$ cat src/rtl/reg_file_scoreboard.sv
// Register file with write-through bypass and a per-register pending
// scoreboard that flags RAW/WAW hazards for the issue stage.
module reg_file_scoreboard #(
  parameter int DATA_WIDTH = 32,
  parameter int ADDR_WIDTH = 5
) (
  input  logic                  clk,
  input  logic                  rst,
  input  logic [ADDR_WIDTH-1:0] rs1_addr,
  input  logic [ADDR_WIDTH-1:0] rs2_addr,
  output logic [DATA_WIDTH-1:0] rd1_data,
  output logic [DATA_WIDTH-1:0] rd2_data,
  input  logic                  wr_en,
  input  logic [ADDR_WIDTH-1:0] wr_addr,
  input  logic [DATA_WIDTH-1:0] wr_data,
  input  logic                  issue_valid,
  input  logic [ADDR_WIDTH-1:0] issue_rd,
  input  logic                  issue_use_rs1,
  input  logic                  issue_use_rs2,
  output logic                  hazard,
  output logic [ADDR_WIDTH:0]   pending_count
);

  localparam int NUM_REGS = 2 ** ADDR_WIDTH;

  logic [DATA_WIDTH-1:0] regs [NUM_REGS];
  logic [NUM_REGS-1:0]   pending;
  logic [NUM_REGS-1:0]   pending_nxt;
  logic [ADDR_WIDTH:0]   count_nxt;

  logic wr_ok;
  logic clr_rs1;
  logic clr_rs2;
  logic clr_rd;
  logic haz_rs1;
  logic haz_rs2;
  logic haz_rd;
  logic accept;

  assign wr_ok   = wr_en && (wr_addr != '0);
  assign clr_rs1 = wr_en && (wr_addr == rs1_addr);
  assign clr_rs2 = wr_en && (wr_addr == rs2_addr);
  assign clr_rd  = wr_en && (wr_addr == issue_rd);

  assign haz_rs1 = issue_use_rs1 && pending[rs1_addr] && !clr_rs1;
  assign haz_rs2 = issue_use_rs2 && pending[rs2_addr] && !clr_rs2;
  assign haz_rd  = (issue_rd != '0) && pending[issue_rd] && !clr_rd;

  assign hazard = issue_valid && (haz_rs1 || haz_rs2 || haz_rd);
  assign accept = issue_valid && !hazard;

  // x0 is hardwired; the bypass only applies to real registers
  always_comb begin
    rd1_data = regs[rs1_addr];
    rd2_data = regs[rs2_addr];
    if (rs1_addr == '0) rd1_data = '0;
    else if (clr_rs1)   rd1_data = wr_data;
    if (rs2_addr == '0) rd2_data = '0;
    else if (clr_rs2)   rd2_data = wr_data;
  end

  // set after clear so a same-cycle issue keeps the register pending
  always_comb begin
    pending_nxt = pending;
    if (wr_ok) pending_nxt[wr_addr] = 1'b0;
    if (accept && (issue_rd != '0)) pending_nxt[issue_rd] = 1'b1;
    count_nxt = '0;
    for (int i = 0; i < NUM_REGS; i++) begin
      count_nxt = count_nxt + (ADDR_WIDTH+1)'(pending_nxt[i]);
    end
  end

  always_ff @(posedge clk or posedge rst) begin
    if (rst) begin
      for (int i = 0; i < NUM_REGS; i++) regs[i] <= '0;
      pending       <= '0;
      pending_count <= '0;
    end else begin
      if (wr_ok) regs[wr_addr] <= wr_data;
      pending       <= pending_nxt;
      pending_count <= count_nxt;
    end
  end

endmodule

$ cat config.mk
export PLATFORM = sky130hd
export DESIGN_NAME = reg_file_scoreboard
export DESIGN_NICKNAME = d
export VERILOG_FILES = /design/src/rtl/reg_file_scoreboard.sv
export SDC_FILE = /design/constraint.sdc
export NUM_CORES = 2
export LEC_CHECK = 0
export CORE_UTILIZATION = 44
export CTS_CLUSTER_DIAMETER = 100
export DETAILED_ROUTE_END_ITERATION = 6
export GPL_TIMING_DRIVEN = 0
export HOLD_SLACK_MARGIN = 0.03
export PLACE_DENSITY = 0.57
export SETUP_SLACK_MARGIN = 0.3
export SYNTH_ARGS = -nofsm -noshare
export SYNTH_HDL_FRONTEND = slang
export SYNTH_SLANG_ARGS = --single-unit
$ cat constraint.sdc
create_clock -name clk -period 96.1 [get_ports clk]
set_input_delay 19.22 -clock clk [delete_from_list [all_inputs] [get_ports clk]]
set_output_delay 19.22 -clock clk [all_outputs]
set_load 0.01 [all_outputs]
==> results by group <==
STA
  • Post-route setup TNS: 0 ps
  • Final min period: 44140 ps
  • Worst Skew: a little under 8 ps
  • Period utilization: 45.9%
  • Endpoints failing setup: 0
  • Fmax achieved: 0.0227 GHz
  • Final Max Tran Viols: roughly 100
  • Final Hold Violating Endpoints: 0
  • Max-slew headroom: -8.96%
  • RSZ-0062 raised after global routing: no
  • Worst-Margin Slew: about 1600 ps

Die
  • Starting Density: between 40 and 50%
  • Die Height: 366 um
  • Die Wd: 366 um
  • Core Box Area: around 0.13 sq mm
  • Die area: about 0.13 sq mm
  • Rows: between 100 and 150
  • I/O pin cnt: 129

Critical path
  • Worst path max stage delay: roughly 1200 ps
  • CP required: 76880 ps
  • Crit-path cells: buf_2, buf_2, buf_2, clkbuf_1, mux4_2, mux2i_1, a211oi_1, clkdlybuf4s50_1
  • Crit-path most repeated cell: buf_2
  • Worst-path fanout max: 10
  • WS Path Type: in2out
  • CP startpoint kind: input port
  • Crit path arrival time: between 20000 and 25000 ps
  • CP Capture Type: output pin
  • Critical-path top delay cell: clkbuf_1

Yosys
  • Library cells used by synthesis: 53
  • Yosys top cell area share: 45.5%
  • Largest cells by area after synthesis: dfrtp_1 (45%), mux4_2 (24%), mux2_2 (20%)
  • Mapped cell area: 0.0584 sq mm
  • Top-count cell post-synth: dfrtp_1
  • Asr flop ratio synth: 100%
  • Sequential share of the synthesized area: 45.5%
  • Synthesis warning total: 0
  • Synth Register Bits: 1062
  • Post-synth EDFFs: 0
  • Average size of a mapped cell: around 16 sq um
  • Synthesized net count: 3839
  • Largest area contributor in the netlist: dfrtp_1
  • Post-synth top cells: dfrtp_1 (1062), mux2_2 (1014), mux4_2 (617)
  • Syn Inst Count: 3750
  • Synth Flop Type: dfrtp_1

GRT
  • Global route overflow: 0
  • Vias in the first global route: 39900
  • Largest net degree at the start of global routing: 127
  • Antenna violations before repair: 11
  • GRT Total Usage: 37.7%
  • First-pass GRT wire length: roughly 340 mm

Drt
  • First-pass DRT Iterations: 7
  • DR vias: 40700
  • WL/cell: 43.0 um
  • WL final: 253 mm
  • Post-DR vias/cell: 6.94
  • Detailed Route Iter0 Violations: 5584
  • DRC viols: 3
  • Detail Route Antenna Nets: 0

Clock network
  • CTS tree: done
  • Setup bufs post-CTS: 0
  • Clk_lat worst skew: 770 ps
  • H-tree depth: 3
  • Post-cts sizing count: 0
  • Clock transition at the registers of the reported paths: 60 ps
  • Clk buf depth: 3
  • # hold bufs at CTS: 0
  • Clock net sink count: 1062
  • CTS root buffer: clkbuf_16
  • CTS Buf Count: 120

Cells and area
  • Final net count: 4094
  • Area Growth Syn to Fin: 13.7%
  • Share of post-route cells with drive strength above 1: 50.0%
  • Fin cells: 5873

Power and ir drop
  • Leak Pwr: 0.0281 uW
  • Power Dens Cells: 23.6 mW/mm^2
  • Max IR drop VDD: 0.0467 mV
  • Tot Pwr: 1570 uW

Place
  • GP Congestion: 0.978
  • Number of I/O port buffers: 115
  • Dpl cells: ~5600
  • Post-DP HPWL: 172 mm

Status
  • Violated checks: design-rule violations, max-capacitance violations, max-slew violations
  • Status: finished, violations left

Min path
  • Hold WC Path Type: reg2reg

Flow run
  • Max Cap Viol: 13
## area by class of cell
class / count / area [sq um]
fillers: 11300 / 65200
multi-input cells: 2215 / 29700
flip-flops and latches: 1062 / 26600
clock buffers: 176 / 3570
well taps: 1755 / 2200
plain buffers: 444 / 2050
repair buffers: 133 / 1580
clock inverters: 50 / 573
inverters: 29 / 116
diodes: 9 / 22.5
## cell usage in the layout, fill, tap and decap left out, drive strengths merged, types with 12 or more instances in the layout
master and instances:
nand2 55, buf 218, o211ai 13, clkdlybuf4s50 115, a211oi 98, xor2 12, nor2b 23, o21ai 38
o41ai 31, clkbuf 420, nor2 87, mux4 617, nor3 19, fa 24, dfrtp 1062, inv 30
clkinv 36, mux2 1014, mux2i 93
## worst max-delay path: cells and delay by family
family                 cells  cell delay (ps)
buffers and inverters      5             4210
AOI/OAI and AO/OA          1              870
muxes                      2              560
## flip-flops by register name (all words and copies together) (netlist names)
signal	count
regs	1024
pending_count	6
pending	32
## layer usage
metal	track usage, %	wire length (um)
met4	21.2	17200
met1	48.8	95600
met5	0.321	318
met3	14.5	30700
met2	54.2	109000
## logic make-up after synthesis
group                      after synthesis  synth area share (%)
AOI/OAI and AO/OA                      213                  2.86
buffers and inverters                  473                  3.62
DFF                                   1062                  45.5
xor gates and xnor gates                18                 0.270
adders and majority gates               31                 0.972
and+or+nand+nor                        229                  1.87
muxes                                 1724                  44.9
## final timing paths
check                                  startpoint                         end  slack, ps  cells past startpoint
min in group asynchronous                     rst       regs[807]$_DFFE_PP0P_      19010                      2
hold reg to reg            regs[1014]$_DFFE_PP0P_      regs[1014]$_DFFE_PP0P_        480                      1
setup reg to reg            pending[23]$_DFF_PP0_  pending_count[4]$_DFF_PP0_      89110                     22
setup / recovery                      rs2_addr[2]                rd2_data[18]      51960                      8
max in group asynchronous                     rst       regs[248]$_DFFE_PP0P_      74940                      5
hold / removal             regs[1014]$_DFFE_PP0P_      regs[1014]$_DFFE_PP0P_        480                      1
## stage by stage
stage	util, %	area [sq um]	worst slack [ps]	hold slack, ps
floorplan	-	58400	46990	441
global placement	46.9	61800	32770	453
detailed placement	47.3	62200	52390	464
CTS	50.4	66400	52400	481
global route	50.4	66400	52090	500
finish	50.5	66400	51960	477
## power by group
group          switching [uW]  total, uW  internal, uW
Clock                     206        489           283
Sequential               65.1        602           537
Combinational             224        475           250
Total                     495       1570          1070
(Power assumes the default switching activity.)
